--- config.mk ---
export PLATFORM = sky130hd
export DESIGN_NAME = plc_scan_ctrl
export DESIGN_NICKNAME = d
export VERILOG_FILES = /design/src/rtl/plc_scan_ctrl.sv
export SDC_FILE = /design/constraint.sdc
export NUM_CORES = 1
export LEC_CHECK = 0
export BUFFER_PORTS_ARGS = -buffer_cell sky130_fd_sc_hd__buf_2
export CORE_UTILIZATION = 25
export DETAILED_ROUTE_END_ITERATION = 16
export SYNTH_ARGS = -nofsm -noshare
export SYNTH_HDL_FRONTEND = slang
export SYNTH_SLANG_ARGS = --single-unit
export TNS_END_PERCENT = 20
--- constraint.sdc ---
create_clock -name clk_in -period 2.05 [get_ports clk_in]
set_clock_uncertainty 0.15 [all_clocks]
set_input_delay 0.3075 -clock clk_in [delete_from_list [all_inputs] [get_ports clk_in]]
set_output_delay 0.3075 -clock clk_in [all_outputs]
set_load 0.05 [all_outputs]
--- src/rtl/plc_scan_ctrl.sv ---
// Scan-cycle sequencer for the PLC uP core: latch inputs, start the CPU,
// bound its execution with a watchdog, commit outputs on a fixed period.
module plc_scan_ctrl #(
    parameter int IN_W        = 8,
    parameter int OUT_W       = 8,
    parameter int SCAN_PERIOD = 1000,
    parameter int WDT_LIMIT   = 800,
    parameter int CNT_W       = 16
) (
    input  logic             clk_in,
    input  logic             rst_in,
    input  logic             run_in,
    input  logic [IN_W-1:0]  in_raw_in,
    output logic [IN_W-1:0]  in_img_out,
    input  logic [OUT_W-1:0] cpu_out_img_in,
    output logic [OUT_W-1:0] out_img_out,
    output logic             cpu_start_out,
    input  logic             cpu_done_in,
    output logic             cpu_rst_out,
    output logic             fault_out,
    output logic             overrun_out,
    input  logic             fault_clr_in,
    output logic [CNT_W-1:0] scan_cnt_out,
    output logic             busy_out
);

    localparam int PT_W = $clog2(SCAN_PERIOD + 1);
    localparam int WD_W = $clog2(WDT_LIMIT + 1);
    localparam logic [PT_W-1:0] PT_LAST = PT_W'(SCAN_PERIOD - 1);
    localparam logic [WD_W-1:0] WD_LAST = WD_W'(WDT_LIMIT - 1);

    typedef enum logic [2:0] {
        ST_IDLE   = 3'd0,
        ST_LATCH  = 3'd1,
        ST_START  = 3'd2,
        ST_EXEC   = 3'd3,
        ST_OUTPUT = 3'd4,
        ST_WAIT   = 3'd5,
        ST_FAULT  = 3'd6
    } state_t;

    state_t             state_r;
    state_t             state_s;
    logic [PT_W-1:0]    ptmr_r;
    logic [WD_W-1:0]    wdt_r;
    logic [IN_W-1:0]    in_img_r;
    logic [OUT_W-1:0]   out_img_r;
    logic [CNT_W-1:0]   cnt_r;
    logic               fault_r;
    logic               overrun_r;
    logic               start_r;
    logic               cpu_rst_r;
    logic               busy_r;
    logic               period_end_s;
    logic               fault_entry_s;
    logic               idle_like_s;

    // The timer saturates, so "reached" and "equal to" the last tick coincide.
    assign period_end_s  = (ptmr_r >= PT_LAST);
    assign fault_entry_s = (state_r == ST_EXEC) && (state_s == ST_FAULT);
    assign idle_like_s   = (state_s == ST_IDLE) || (state_s == ST_FAULT);

    // Next-state logic of the scan sequencer.
    always_comb begin
        state_s = state_r;
        case (state_r)
            ST_IDLE: begin
                if (run_in) state_s = ST_LATCH;
                else        state_s = ST_IDLE;
            end
            ST_LATCH:  state_s = ST_START;
            ST_START:  state_s = ST_EXEC;
            ST_EXEC: begin
                // Done has priority over the watchdog limit in the same cycle.
                if (cpu_done_in)             state_s = ST_OUTPUT;
                else if (wdt_r == WD_LAST)   state_s = ST_FAULT;
                else                         state_s = ST_EXEC;
            end
            ST_OUTPUT: begin
                if (period_end_s) state_s = run_in ? ST_LATCH : ST_IDLE;
                else              state_s = ST_WAIT;
            end
            ST_WAIT: begin
                if (period_end_s) state_s = run_in ? ST_LATCH : ST_IDLE;
                else              state_s = ST_WAIT;
            end
            ST_FAULT: begin
                if (fault_clr_in && !run_in) state_s = ST_IDLE;
                else                         state_s = ST_FAULT;
            end
            default:   state_s = ST_IDLE;
        endcase
    end

    // State register.
    always_ff @(posedge clk_in or negedge rst_in) begin
        if (!rst_in) state_r <= ST_IDLE;
        else         state_r <= state_s;
    end

    // Period timer: zero during LATCH, then counts up and saturates.
    always_ff @(posedge clk_in or negedge rst_in) begin
        if (!rst_in)                    ptmr_r <= '0;
        else if (state_s == ST_LATCH)   ptmr_r <= '0;
        else if (ptmr_r < PT_LAST)      ptmr_r <= ptmr_r + PT_W'(1);
        else                            ptmr_r <= ptmr_r;
    end

    // Watchdog: zero on entry to EXEC, counts EXEC cycles.
    always_ff @(posedge clk_in or negedge rst_in) begin
        if (!rst_in)                  wdt_r <= '0;
        else if (state_r == ST_EXEC)  wdt_r <= wdt_r + WD_W'(1);
        else                          wdt_r <= '0;
    end

    // Input image is captured only at the end of LATCH.
    always_ff @(posedge clk_in or negedge rst_in) begin
        if (!rst_in)                   in_img_r <= '0;
        else if (state_r == ST_LATCH)  in_img_r <= in_raw_in;
        else                           in_img_r <= in_img_r;
    end

    // Output image: commit after OUTPUT, force safe zero on fault entry.
    always_ff @(posedge clk_in or negedge rst_in) begin
        if (!rst_in)                    out_img_r <= '0;
        else if (state_r == ST_OUTPUT)  out_img_r <= cpu_out_img_in;
        else if (fault_entry_s)         out_img_r <= '0;
        else                            out_img_r <= out_img_r;
    end

    // Completed-scan counter, wraps naturally.
    always_ff @(posedge clk_in or negedge rst_in) begin
        if (!rst_in)                    cnt_r <= '0;
        else if (state_r == ST_OUTPUT)  cnt_r <= cnt_r + CNT_W'(1);
        else                            cnt_r <= cnt_r;
    end

    // Sticky overrun: set on a late OUTPUT; inside FAULT it clears only on exit.
    always_ff @(posedge clk_in or negedge rst_in) begin
        if (!rst_in)                                  overrun_r <= 1'b0;
        else if ((state_r == ST_OUTPUT) && period_end_s) overrun_r <= 1'b1;
        else if (state_r == ST_FAULT)                 overrun_r <= (state_s == ST_IDLE) ? 1'b0 : overrun_r;
        else if (fault_clr_in)                        overrun_r <= 1'b0;
        else                                          overrun_r <= overrun_r;
    end

    // State-decoded control outputs, registered from the next state.
    always_ff @(posedge clk_in or negedge rst_in) begin
        if (!rst_in) begin
            start_r   <= 1'b0;
            cpu_rst_r <= 1'b1;
            busy_r    <= 1'b0;
            fault_r   <= 1'b0;
        end else begin
            start_r   <= (state_s == ST_START);
            cpu_rst_r <= idle_like_s;
            busy_r    <= !idle_like_s;
            fault_r   <= (state_s == ST_FAULT);
        end
    end

    assign in_img_out    = in_img_r;
    assign out_img_out   = out_img_r;
    assign cpu_start_out = start_r;
    assign cpu_rst_out   = cpu_rst_r;
    assign fault_out     = fault_r;
    assign overrun_out   = overrun_r;
    assign scan_cnt_out  = cnt_r;
    assign busy_out      = busy_r;

endmodule

==> run summary, run 1 <==
=================================================================================================
Run status ......................................................................... complete, no violations
Sequential cell area ...............................................................     1500 µm²
Final-report max-slew violation count ..............................................            0
Area contributors post-synth ....................................................... sky130_fd_sc_hd__dfrtp_1 (56%), sky130_fd_sc_hd__xnor2_1 (5.7%), sky130_fd_sc_hd__nor2_1 (4.0%), sky130_fd_sc_hd__mux2_2 (3.8%), sky130_fd_sc_hd__xor2_1 (3.7%)
Area fraction of the dominant cell type after synthesis ............................        56.1%
Post-DRT Antenna Nets ..............................................................            0
Simple-gate share of the synthesized area ..........................................        18.7%
Syn Std Cell Area ..................................................................     2630 µm²
Mean Syn Cell Area .................................................................     11.6 µm²
Combinational family with the most area after synthesis ............................ simple AND/OR/NAND/NOR gates
Crit path kind .....................................................................   reg -> reg
Category of the worst setup path capture point .....................................         flop
Max rail drop VDD ..................................................................       616 µV
CTS H-tree lvls ....................................................................            3
Leakage power figure ...............................................................      1.59 nW
DRC violations left ................................................................            0
Final clock period utilization by the worst path ...................................        93.7%
Via total after detailed routing ...................................................         1886
Min Clock Period, post-route .......................................................      1.92 ns
Final sum of negative setup slack ..................................................         0 ns
TritonCTS clock tree ...............................................................         done
Vias/cell ..........................................................................         4.30
GRT Overall Usage ..................................................................        10.4%
Clock net sink count ...............................................................           60
Gp weighted congestion .............................................................        0.717
Number of global-route vias before repair ..........................................         1909
Io pins ............................................................................           58
Sequential-to-total area share from yosys stat .....................................        57.1%
Number of distinct library cell variants in the gate-level netlist after synthesis .           38
Number of buffers inserted during clock tree synthesis .............................            9
Unrepaired setup endpoints after global routing ....................................        false
Die width ..........................................................................       105 µm
Critical path data arrival time ....................................................      2.04 ns
Post-Syn Nets ......................................................................          250
First-pass GRT wire length .........................................................      9000 µm
Initial drt markers ................................................................           63
Number of diodes added for antenna fixing ..........................................            0
Number of buffers between clock root and the deepest sink ..........................            2
Insertion delay of the later-clocked pin in the worst-skew pair ....................      0.34 ns
Hold/Removal Path Class ............................................................    in -> reg
Pin count of the biggest net entering global routing ...............................           40
Number of port buffers .............................................................           57
Syn-to-layout area delta ...........................................................        26.7%
Number of synthesis warnings .......................................................            0
Most area-hungry cell type in the Yosys netlist .................................... sky130_fd_sc_hd__dfrtp_1
Routed wire length .................................................................      5200 µm
F_max ..............................................................................      521 MHz
Number of antenna violations at the first check in global routing ..................            0
Flop and latch count out of synthesis ..............................................           60
Slew Limit Headroom ................................................................        66.5%
Core Util, Final ...................................................................        32.5%
Adder and majority cell fraction of the synthesized area ...........................        1.43%
Power per Cell Area ................................................................  1380 nW/µm²
Average detailed-routed wire length per instance ...................................      11.8 µm
Multiplexer share of the synthesized area ..........................................        7.27%
Area of the multi-input gates ......................................................     1090 µm²
Share of post-route cells with drive strength above 1 ..............................        32.7%
Initial cell density of the core ...................................................        25.6%
Filler cells .......................................................................         1068
Aggregate global routing overflow ..................................................            0
Startpoint types ...................................................................         flop
Net count reported at finish .......................................................          322
Endpoints failing setup ............................................................            0
Worst Max-Slew Pin Slew ............................................................     0.500 ns
Compound-gate portion of the synthesized area ......................................        4.47%
Max-capacitance violation count ....................................................            0
Area share of xor/xnor cells in the synthesized design .............................        9.32%
Die height .........................................................................       105 µm
Required time of the worst setup path ..............................................      2.17 ns
Hold violation count in the final report ...........................................            0
Floorplan die area .................................................................    10900 µm²
Critical path peak fanout ..........................................................            4
DR pass1 iterations ................................................................            4
Number of instances in the synthesized netlist .....................................          226
Root Buffer Master ................................................................. sky130_fd_sc_hd__clkbuf_8
Area of the core ...................................................................    10300 µm²
Row cnt ............................................................................           37
Sum of net half-perimeters after detailed placement ................................      3800 µm
Clock-pin slew on the worst setup and hold paths ...................................      0.07 ns
=================================================================================================
==> power by group <==
part           internal [mW]  switching, mW  leakage, nW  total, mW
logic                  0.598           1.33        0.727       1.93
clock network          0.466          0.476       0.0803      0.942
registers               1.50          0.227        0.783       1.73
total                   2.57           2.04         1.59       4.60
==> metal layers <==
layer  GRT usage, %  up-vias  share of wire [%]
met4           4.83        0                1.6
met5              0        -                  0
met1           12.7      916                 46
met3           3.24        9                4.0
met2           16.8       32                 48
li1               -      929                  -
==> cell usage in the layout, fill, tap and decap left out, types with 2 or more instances in the layout <==
master and count:
sky130_fd_sc_hd__nor2b_1 3, sky130_fd_sc_hd__nand2b_1 2, sky130_fd_sc_hd__nor2_1 28, sky130_fd_sc_hd__buf_2 57, sky130_fd_sc_hd__nand2_1 14, sky130_fd_sc_hd__nand4_1 9, sky130_fd_sc_hd__buf_4 6, sky130_fd_sc_hd__inv_1 5
sky130_fd_sc_hd__nand3_1 13, sky130_fd_sc_hd__clkinvlp_4 4, sky130_fd_sc_hd__buf_12 2, sky130_fd_sc_hd__clkinv_2 2, sky130_fd_sc_hd__a21oi_1 3, sky130_fd_sc_hd__or3_1 2, sky130_fd_sc_hd__and3_1 8, sky130_fd_sc_hd__o21ai_0 3
sky130_fd_sc_hd__mux2i_1 9, sky130_fd_sc_hd__mux2_2 9, sky130_fd_sc_hd__and4_1 4, sky130_fd_sc_hd__ha_1 3, sky130_fd_sc_hd__dfrtp_1 59, sky130_fd_sc_hd__clkbuf_8 10, sky130_fd_sc_hd__xnor2_1 17, sky130_fd_sc_hd__xor2_1 11
==> cells in the mapped netlist <==
| cell | count |
|---|---|
| sky130_fd_sc_hd__o21ai_0 | 3 |
| sky130_fd_sc_hd__nor2b_1 | 4 |
| sky130_fd_sc_hd__nor3_4 | 1 |
| sky130_fd_sc_hd__nor3b_4 | 1 |
| sky130_fd_sc_hd__xnor2_1 | 17 |
| sky130_fd_sc_hd__nand4_1 | 9 |
| sky130_fd_sc_hd__o211ai_1 | 1 |
| sky130_fd_sc_hd__dfrtp_1 | 59 |
| sky130_fd_sc_hd__nand3_2 | 1 |
| sky130_fd_sc_hd__dfstp_2 | 1 |
| sky130_fd_sc_hd__nand4_2 | 1 |
| sky130_fd_sc_hd__buf_2 | 4 |
| sky130_fd_sc_hd__o41ai_1 | 1 |
| sky130_fd_sc_hd__or3_1 | 2 |
| sky130_fd_sc_hd__a2bb2oi_2 | 1 |
| sky130_fd_sc_hd__o31ai_1 | 1 |
| sky130_fd_sc_hd__nand2_1 | 14 |
| sky130_fd_sc_hd__nor2_1 | 28 |
| sky130_fd_sc_hd__ha_1 | 3 |
| sky130_fd_sc_hd__a211o_1 | 1 |
| sky130_fd_sc_hd__a211oi_1 | 1 |
| sky130_fd_sc_hd__xor2_1 | 11 |
| sky130_fd_sc_hd__a31oi_1 | 1 |
| sky130_fd_sc_hd__o2bb2ai_1 | 1 |
| sky130_fd_sc_hd__nor3_1 | 1 |
| sky130_fd_sc_hd__mux2_2 | 9 |
| sky130_fd_sc_hd__inv_1 | 5 |
| sky130_fd_sc_hd__nor4b_1 | 1 |
| sky130_fd_sc_hd__nand2b_1 | 2 |
| sky130_fd_sc_hd__a311oi_1 | 1 |
| sky130_fd_sc_hd__mux2i_1 | 9 |
| sky130_fd_sc_hd__and3_1 | 8 |
| sky130_fd_sc_hd__nor2_2 | 1 |
| sky130_fd_sc_hd__a31o_2 | 1 |
| sky130_fd_sc_hd__and4_1 | 4 |
| sky130_fd_sc_hd__a21oi_1 | 3 |
| sky130_fd_sc_hd__nand3_1 | 13 |
| sky130_fd_sc_hd__buf_4 | 1 |
==> state kept, by name, indices dropped and copies added (netlist names) <==
name	cells
state_r	3
overrun_out	1
wdt_r	10
scan_cnt_out	16
out_img_out	8
in_img_out	8
ptmr_r	10
fault_out	1
cpu_rst_out	1
cpu_start_out	1
busy_out	1
==> cell families (layout without fill, tap and decap cells) <==
logic type      count (synthesis)  count (layout)
compound gates                 16              16
simple gates                   91              91
fa+ha+maj                       3               3
buf+inv                        10              87
xor+xnor                       28              28
mux                            18              18
flops                          60              60
==> what timing repair did <==
| action | 4_1_cts | 5_1_grt |
|---|---|---|
| endpoints found under the hold margin | 59 | 0 |
| buffers inserted | 0 | 1 |
| hold buffers | 1 | 0 |
| setup endpoints to repair | 0 | 19 |
| resized for setup | 0 | 1 |
==> worst max-delay path, stage by stage (launching register included) <==
cell and delay (ns):
sky130_fd_sc_hd__dfrtp_1 0.40, sky130_fd_sc_hd__ha_1 0.25, sky130_fd_sc_hd__and4_1 0.23, sky130_fd_sc_hd__nand4_1 0.16, sky130_fd_sc_hd__a2bb2oi_2 0.30, sky130_fd_sc_hd__xnor2_1 0.20, sky130_fd_sc_hd__nor2b_1 0.16
==> cell type report <==
cell class | count | area share [%]
Clock buffer | 10 | 4.13
Clock inverter | 6 | 1.20
Inverter | 5 | 0.563
Multi-Input combinational cell | 156 | 32.6
Sequential cell | 60 | 45.0
Tap cell | 136 | 5.10
Timing Repair Buffer | 66 | 11.4
==> worst paths after layout <==
kind                                   from               end  slack, ns  cells past startpoint
min reg2reg                scan_cnt_out[15]  scan_cnt_out[15]       0.32                      1
min                            in_raw_in[0]     in_img_out[0]       0.06                      2
max reg2reg                        wdt_r[0]       cpu_rst_out       0.13                      6
min in group asynchronous            rst_in  scan_cnt_out[13]       0.33                      3
max in group asynchronous            rst_in    out_img_out[3]       1.14                      3
max                                wdt_r[0]       cpu_rst_out       0.13                      6
==> metrics by stage <==
step           hold slack (ns)  cell area [µm²]  instances  setup WS [ns]  power, mW
6_report                0.0575             3340        439          0.129       4.60
3_5_place_dp             0.161             3130        421         0.0304       3.69
2_1_floorplan           -0.138             2630        226         0.0792       3.20
4_1_cts                 0.0399             3310        438         0.0251       4.66
3_3_place_gp             0.157             3130        421         0.0944       3.64
5_1_grt                 0.0383             3340        439        0.00212       4.89
No activity file was read; power rests on OpenSTA's default activity.
==> run 2: changes to the inputs <==
--- a/config.mk
+++ b/config.mk
@@ -6,8 +6,11 @@
 export NUM_CORES = 1
 export LEC_CHECK = 0
 export BUFFER_PORTS_ARGS = -buffer_cell sky130_fd_sc_hd__buf_2
+export CELL_PAD_IN_SITES_DETAIL_PLACEMENT = 1
+export CELL_PAD_IN_SITES_GLOBAL_PLACEMENT = 2
 export CORE_UTILIZATION = 25
 export DETAILED_ROUTE_END_ITERATION = 16
+export PLACE_DENSITY_LB_ADDON = 0.1
 export SYNTH_ARGS = -nofsm -noshare
 export SYNTH_HDL_FRONTEND = slang
 export SYNTH_SLANG_ARGS = --single-unit
==> run summary, run 2 (synthesis gave the netlist of run 1 again) <==
================================================================================
Initial cell density of the core ..................................        25.6%
Max-capacitance violation count ...................................            0
Row cnt ...........................................................           37
DRC violations left ...............................................            0
GRT Overall Usage .................................................        12.3%
Hold violation count in the final report ..........................            0
Most common cell after layout, fill and taps aside ................ sky130_fd_sc_hd__dfrtp_1
Root Buffer Master ................................................ sky130_fd_sc_hd__clkbuf_8
Area of the multi-input gates .....................................     1090 µm²
Longest individual stage delay on the worst path ..................      0.41 ns
Number of diodes added for antenna fixing .........................            0
Critical path data arrival time ...................................      2.02 ns
Power per Cell Area ...............................................  1420 nW/µm²
Slew Limit Headroom ...............................................        77.1%
Vias/cell .........................................................         4.42
Unrepaired setup endpoints after global routing ...................        false
Worst Max-Slew Pin Slew ...........................................     0.342 ns
First-pass GRT wire length ........................................     10500 µm
Cell-internal power ...............................................      2.80 mW
Switching power ...................................................      2.05 mW
Hold/Removal Path Class ...........................................    in -> reg
Post-DRT Antenna Nets .............................................            0
Insertion delay of the later-clocked pin in the worst-skew pair ...      0.33 ns
Via total after detailed routing ..................................         1974
Number of global-route vias before repair .........................         2075
Non-Filler Instances ..............................................          447
Relative contribution of combinational cells to total power .......        42.2%
Number of buffers between clock root and the deepest sink .........            2
Max rail drop VDD .................................................       629 µV
Number of flip-flops under the largest register name ..............           16
Routed wire length ................................................      6030 µm
Syn-to-layout area delta ..........................................        29.9%
Category of the worst setup path capture point ....................         flop
Required time of the worst setup path .............................      2.14 ns
Most frequent cells in the layout ................................. sky130_fd_sc_hd__dfrtp_1 (59), sky130_fd_sc_hd__buf_2 (57), sky130_fd_sc_hd__nor2_1 (28)
CTS H-tree lvls ...................................................            3
Final sum of negative setup slack .................................         0 ns
Crit path kind ....................................................   reg -> reg
Number of buffers inserted during clock tree synthesis ............            9
Floorplan die area ................................................    10900 µm²
Switch share ......................................................        42.3%
DR pass1 iterations ...............................................            4
Min Clock Period, post-route ......................................      1.93 ns
Final-report max-slew violation count .............................            0
Leakage power figure ..............................................      1.65 nW
Sequential cell area ..............................................     1500 µm²
Die height ........................................................       105 µm
Filler cells ......................................................         1199
Aggregate global routing overflow .................................            0
Sum of net half-perimeters after detailed placement ...............      4230 µm
Die width .........................................................       105 µm
Net count reported at finish ......................................          330
F_max .............................................................      519 MHz
Min-Delay Path Depth ..............................................            2
Initial drt markers ...............................................           68
Gp weighted congestion ............................................        0.684
Slowest library cell on the worst path ............................ sky130_fd_sc_hd__dfrtp_1
Startpoint types ..................................................         flop
TritonCTS clock tree ..............................................         done
Endpoints failing setup ...........................................            0
Critical path peak fanout .........................................           10
Run status ........................................................ complete, no violations
Area of the core ..................................................    10300 µm²
Number of cells in the design after placement .....................          429
Total Power Consumption ...........................................      4.85 mW
Number of antenna violations at the first check in global routing .            0
Pin count of the biggest net entering global routing ..............           61
Clock net sink count ..............................................           60
Average detailed-routed wire length per instance ..................      13.5 µm
Clock-pin slew on the worst setup and hold paths ..................      0.07 ns
Io pins ...........................................................           58
Share of post-route cells with drive strength above 1 .............        33.4%
Fraction of power consumed by the clock network ...................        22.1%
Number of port buffers ............................................           57
Path depth of the worst reg2reg path ..............................            7
Final clock period utilization by the worst path ..................        94.0%
Share of total power in sequential cells ..........................        35.7%
Series of cell instances along the critical path .................. ha_2 > a211o_1 > nand4_2 > nand3_2 > nor2b_1 > buf_4 > a311oi_2
================================================================================
==> run 2: cell count changes in the layout (fill, tap and decap cells not counted), sizes merged <==
cell and change:
buf +8, clkbuf +5, clkinvlp -4, clkinv -2, bufinv +1
==> run 2: final timing paths <==
kind / start / endpoint / slack (ns)
max: ptmr_r[1] / ptmr_r[2] / 0.12
min: in_raw_in[2] / in_img_out[2] / 0.05
max reg2reg: ptmr_r[1] / ptmr_r[2] / 0.12
min reg2reg: scan_cnt_out[15] / scan_cnt_out[15] / 0.32
max in group asynchronous: rst_in / cpu_rst_out / 1.08
min in group asynchronous: rst_in / scan_cnt_out[11] / 0.36
==> run 2: repair_timing <==
action                                  in CTS  in global routing
hold buffers                                 1                  0
endpoints found under the setup margin       0                  9
endpoints found under the hold margin       59                  0
buffers inserted                             0                  1
gates resized for setup                      0                  2
==> run 2: area by class of cell <==
cell class,instances,share of cell area (%)
clock buffers,15,4.86
clock inverters,1,0.878
inverters,5,0.549
multi-input cells,156,31.9
flip-flops and latches,60,43.9
well taps,136,4.97
repair buffers,74,12.9
==> run 2: through the flow <==
stage	cell area [µm²]	hold WS, ns	worst slack (ns)	utilization, %
detailed placement	3190	0.202	0.0419	31.0
CTS	3390	0.0227	0.0291	33.0
finish	3420	0.0534	0.124	33.3
floorplan	2630	-0.138	0.0792	-
global route	3420	0.0329	0.0165	33.3
global placement	3190	0.203	0.106	31.0
==> run 2: worst max-delay path: cells and delay by family, from the launching register on <==
| kind | cells | cell delay [ns] |
|---|---|---|
| AO/OA/AOI/OAI | 2 | 0.54 |
| adder cells (fa/ha/maj) | 1 | 0.22 |
| AND/OR/NAND/NOR | 3 | 0.35 |
| buffers and inverters | 1 | 0.17 |
| flip-flops | 1 | 0.41 |
==> run 2: power groups by stage <==
| stage | logic, mW | registers [mW] | clock network [mW] |
|---|---|---|---|
| after floorplan | 0.738 | 2.46 | 0 |
| after global placement | 2.04 | 1.75 | 0 |
| after detailed placement | 2.05 | 1.75 | 0 |
| after CTS | 2.06 | 1.74 | 1.13 |
| after global routing | 2.22 | 1.79 | 1.18 |
| final | 2.04 | 1.73 | 1.07 |
==> run 2: routing by layer <==
layer	routed length (µm)	up-vias	part of all wire [%]	GRT usage, %
met3	336	8	5.6	4.74
li1	-	947	-	-
met2	2780	52	46	19.1
met1	2800	967	46	15.1
met4	109	0	1.8	5.73
met5	0	-	0	0
